## src/rtl/pad_gpio_ctrl.sv

```systemverilog
// pad_gpio_ctrl: per-pad GPIO control stage in front of the bidirectional pad cell.
// Registers the core's drive value, output enable and attributes toward the pad.
// Synchronizes and glitch-filters the received pad value, then detects edges.
// Filtered edges feed a sticky interrupt pending bit.
// Optional feature macro: PAD_GPIO_FILTER_EN.
//   When defined, a programmable glitch filter of length filt_len_i is built.
//   When undefined, the filter collapses to a plain follower (behaves as N=0)
//   and filt_len_i is ignored.
module pad_gpio_ctrl #(
  parameter int PADATTR = 16,
  parameter int FILT_W  = 8
) (
  input  logic               clk_i,
  input  logic               rst_i,
  input  logic               out_val_i,
  input  logic               oe_i,
  input  logic [PADATTR-1:0] attr_i,
  input  logic [FILT_W-1:0]  filt_len_i,
  input  logic               irq_rise_en_i,
  input  logic               irq_fall_en_i,
  input  logic               irq_clr_i,
  output logic               pad_in_o,
  output logic               pad_oe_o,
  output logic [PADATTR-1:0] pad_attributes_o,
  input  logic               pad_out_i,
  output logic               in_val_o,
  output logic               rise_o,
  output logic               fall_o,
  output logic               irq_o
);

  logic sync1;
  logic sync2;
  logic stb;
  logic update;
  logic irq_set;

  // Output path: straight registered copy of the core's pad controls.
  always_ff @(posedge clk_i or posedge rst_i) begin
    if (rst_i) begin
      pad_in_o         <= 1'b0;
      pad_oe_o         <= 1'b0;
      pad_attributes_o <= '0;
    end else begin
      pad_in_o         <= out_val_i;
      pad_oe_o         <= oe_i;
      pad_attributes_o <= attr_i;
    end
  end

  // Two-flop synchronizer for the asynchronous value received from the pad.
  always_ff @(posedge clk_i or posedge rst_i) begin
    if (rst_i) begin
      sync1 <= 1'b0;
      sync2 <= 1'b0;
    end else begin
      sync1 <= pad_out_i;
      sync2 <= sync1;
    end
  end

`ifdef PAD_GPIO_FILTER_EN
  logic [FILT_W-1:0] cnt;

  // Accept the new level once it has differed from stb for more than N cycles;
  // >= keeps a lowered filt_len_i from stranding a count above the new limit.
  always_comb begin
    update = (sync2 != stb) && (cnt >= filt_len_i);
  end

  // Filter counter: restarts whenever the input agrees with stb or on an update.
  always_ff @(posedge clk_i or posedge rst_i) begin
    if (rst_i) begin
      cnt <= '0;
    end else if ((sync2 == stb) || update) begin
      cnt <= '0;
    end else begin
      cnt <= cnt + 1'b1;
    end
  end
`else
  logic unused_filt_len;

  // Without the filter every difference is accepted on the next compare.
  always_comb begin
    update          = (sync2 != stb);
    unused_filt_len = ^filt_len_i;
  end
`endif

  // Stable value and one-cycle edge pulses, both produced on the update event.
  always_ff @(posedge clk_i or posedge rst_i) begin
    if (rst_i) begin
      stb    <= 1'b0;
      rise_o <= 1'b0;
      fall_o <= 1'b0;
    end else begin
      if (update) begin
        stb <= sync2;
      end
      rise_o <= update & sync2;
      fall_o <= update & ~sync2;
    end
  end

  assign in_val_o = stb;

  // Enabled edge pulses set the pending bit.
  always_comb begin
    irq_set = (rise_o & irq_rise_en_i) | (fall_o & irq_fall_en_i);
  end

  // Sticky pending bit; a coincident set beats the clear.
  always_ff @(posedge clk_i or posedge rst_i) begin
    if (rst_i) begin
      irq_o <= 1'b0;
    end else if (irq_set) begin
      irq_o <= 1'b1;
    end else if (irq_clr_i) begin
      irq_o <= 1'b0;
    end
  end

endmodule
```

## config.mk

```make
export PLATFORM = sky130hd
export DESIGN_NAME = pad_gpio_ctrl
export DESIGN_NICKNAME = d
export VERILOG_FILES = /design/src/rtl/pad_gpio_ctrl.sv
export SDC_FILE = /design/constraint.sdc
export NUM_CORES = 1
export LEC_CHECK = 0
export ABC_AREA = 1
export CAP_MARGIN = 10
export CORE_ASPECT_RATIO = 1.1
export CORE_MARGIN = 3
export CORE_UTILIZATION = 28
export DETAILED_ROUTE_END_ITERATION = 16
export GPL_TIMING_DRIVEN = 0
export PLACE_DENSITY = 0.85
export SETUP_SLACK_MARGIN = 0.3
export SYNTH_ARGS = -nofsm -noshare
export SYNTH_HDL_FRONTEND = slang
export SYNTH_SLANG_ARGS = --single-unit
```

## constraint.sdc

```tcl
create_clock -name clk_i -period 0.9 [get_ports clk_i]
set_input_delay 0.18 -clock clk_i [delete_from_list [all_inputs] [get_ports clk_i]]
set_output_delay 0.18 -clock clk_i [all_outputs]
set_load 0.1 [all_outputs]
```

* Word-level counts from Yosys, hierarchy flattened
Index checks and enable logic that the tools add are counted.
** Storage, ports and cells
- Bits of input ports :: 32
- Flip-flop bits (word level) :: 24
** Operators by class
- Bitwise operators :: 6
- Equality and inequality tests :: 1
- Reductions and logical operators :: 1
- Mux-type cells :: 2
** Operator list (count)
- AND 1 bit :: 4
- two-way mux 1 bit :: 2
- nonzero test 2 bit :: 1
- inequality test 1 bit :: 1
- inverter 1 bit :: 1
- OR 1 bit :: 1

* Depth between registers and ports, before layout
- Depth in word-level cells :: 3
- Gate-level depth with buffers :: 4
- Gate-level depth less buffers :: 4

* Worst setup path after synthesis
Ideal clock, no wire load.
- Kind :: flip-flop to flip-flop
- Start point :: register stb, in the netlist in_val_o
- End point :: register stb, in the netlist in_val_o
- Period minus slack after synthesis :: 1.639 ns
- Required time :: 0.777 ns
- Cell stages (with the launch flop) :: 5
- Data arrival time :: 1.517 ns
- Path buffers :: 0
- Setup time :: 0.123 ns
- Slack :: -0.739 ns
- Cells stage by stage :: dfrtp_1 > inv_1 > ha_1 > nand2_1 > o21ai_2
** Between the ends
- Word-level cells in the longest chain between the ends :: 1
** Ends and longest elaborated chain
- start, declared :: line 34 : logic stb;
- start signal, assigned :: line 99 : stb <= sync2;
- inequality test 1 bit :: line 86 : update = (sync2 != stb);
No other way between the ends.
A chain may end at the register's enable or synchronous reset.

* Worst setup path after layout
- Start point :: register fall_o
- End point :: output fall_o
** RTL lines
- start, declared :: line 28 : output logic fall_o,
- start signal, assigned :: line 102 : fall_o <= update & ~sync2;
No word-level cell between the ends.

==> impl_metrics.tcl <==
set metrics [dict create \
    status "complete, but fails checks" \
    violations "negative setup slack" \
    fmax_mhz 855 \
    max_slew_margin 0.832 \
    p_leak_nw 0.627 \
    fin_tns_setup_ns -5.85 \
    viasPerCell 4.17 \
    syn-num-nets 70 \
    min_period_ns 1.17 \
    avgSynthCellArea_sq_um 18.6 \
    worstSetupPathType "flop to output pin" \
    hold_path.class "primary input to asynchronous set/reset pin" \
    numCtsBuffers 3 \
    path_clk_slew_ns 0.13 \
    fp.coreArea_sq_um 2130 \
    tritoncts "done" \
    slew_violations 0 \
    slowest_stage "dfrtp_4" \
    hpwl_mm 1.09 \
    finalNetCount 122 \
    die_x_um 52.6 \
    cts.hold.buffers_added 0 \
    crit_buf_inv 1 \
    whs_ns 0.246 \
    worst_pin_slew_ns 0.252 \
    ff2ff_setup_slack_ns -0.22 \
    grt_max_degree 25 \
    path_cells "buf_12" \
    syn_to_final_growth_pct 128 \
    vias 479 \
    antenna_cells 0 \
    cp.arrival_ns 0.99 \
    clock-root-buffer "clkbuf_4" \
    ys_types 6 \
    initial_core_util 0.315 \
    max_cap_violations 0 \
    routed_wl_mm 1.59 \
    syn_inst 36 \
    layout_common_cells "23 x clkdlybuf4s50_1, 22 x dfrtp_4, 22 x buf_12" \
    dr.first_iter.drc_count 2 \
    clock_latency_ns 0.30 \
    setup_ws_ns -0.270 \
    setup_viol 24 \
    detail-route-antenna-nets 0 \
    grt_pass1_wl_mm 2.44 \
    fin_worst_skew_ns 0.000322 \
    globalRouteTotalUtil 0.114 \
    die_h_um 57.3 \
    place_congestion 0.553 \
    rsz0062_at_grt "true" \
    fp.dieArea_sq_um 3010 \
    htree_levels 1 \
    synth_area_sq_um 669 \
    drive_gt1_frac 0.632 \
    ys_ff_latch 24 \
    critPathLaunchType "flop" \
    cp.required_ns 0.72 \
    wl_per_cell_um 13.8 \
    critPathMaxStageDelay_ns 0.51 \
    clkSinkCount 24 \
    gr-total-overflow 0 \
    ir_drop_mv 1.72 \
    rows 17 \
    final_common_cell "clkdlybuf4s50_1" \
    timing_hold_violations_final 0 \
    seq_area_frac_synth 0.897 \
    powerDensity_nw_per_um2 2260 \
    antenna_found_initial 0 \
    dp_slack_ns -0.841 \
    cts.path.max_buffers 2 \
    port_buffers 45 \
    crit_fanout 2 \
    finalCritPeriodShare 1.30 \
    drt_first_pass_iters 2 \
    io_pins 54 \
    grt_pass1_vias 574 \
    yosys_warnings 0 \
    drc 0 \
    fillers 144 \
    critical_path.top_delay_family "flip-flops" \
    cp-end-kind "output pin" \
]
## flip-flops by register name, indices dropped and copies added (netlist names)
name / count
pad_attributes_o: 16
pad_oe_o: 1
pad_in_o: 1
fall_o: 1
irq_o: 1
sync1: 1
rise_o: 1
in_val_o: 1
sync2: 1
## what timing repair did
item / CTS / global route
endpoints found under the setup margin: 26 / 48
cloned: 0 / 1
setup buffers: 1 / 0
resized for setup: 198 / 1
pin swaps: 0 / 0
## cells by family (layout without fill, tap and decap cells)
| family | count (synthesis) | in the layout | synth area share |
|---|---|---|---|
| buffers and inverters | 4 | 55 | 0.0224 |
| and+or+nand+nor | 5 | 5 | 0.0299 |
| DFF | 24 | 24 | 0.897 |
| adders and majority gates | 2 | 2 | 0.0374 |
| AOI/OAI and AO/OA | 1 | 1 | 0.0131 |
## metal layers
layer | global-route usage | vias to the layer above | routed length [um]
met4 | 0.0438 | 0 | 0
met3 | 0.0548 | 0 | 182
met2 | 0.222 | 31 | 915
li1 | - | 213 | -
met5 | 0 | - | 0
met1 | 0.0934 | 235 | 490
## metrics by stage
step           instance area [sq um]  std cells   util  power, mW
2_1_floorplan                    771         36      -       2.27
3_3_place_gp                    1260        109  0.591       2.59
3_5_place_dp                    1260        109  0.591       2.61
4_1_cts                         1520        114  0.715       3.47
5_1_grt                         1530        115  0.718       3.58
6_report                        1530        115  0.718       3.45
## synth_stat cells
cell     instances  area share
nand2_1          4       0.022
dfrtp_1         24        0.90
ha_1             2       0.037
inv_1            4       0.022
o21ai_2          1       0.013
nand3_1          1      0.0075
## worst paths after layout
path                                 from                   end  cells past startpoint
worst max-delay path               fall_o                fall_o                      1
worst min-delay path                rst_i  pad_attributes_o[10]                      2
worst max register to register   in_val_o              in_val_o                      5
worst min register to register      sync1                 sync2                      0
max in group asynchronous           rst_i   pad_attributes_o[8]                      2
min in group clk_i              attr_i[2]   pad_attributes_o[2]                      1
## area by class of cell
class,instances,area (sq um),area share
Tap cell,28,35.0,0.0229
Inverter,4,18.8,0.0123
Sequential cell,24,683,0.447
Clock buffer,4,36.3,0.0238
Multi-Input combinational cell,8,68.8,0.0450
Timing Repair inverter,1,7.51,0.00491
Timing Repair Buffer,46,678,0.444
## where the power goes
part	internal (mW)	switching [mW]
registers	1.25	0.107
logic	0.590	0.958
clock network	0.246	0.291
total	2.09	1.36
No activity file was read; power rests on OpenSTA's default activity.
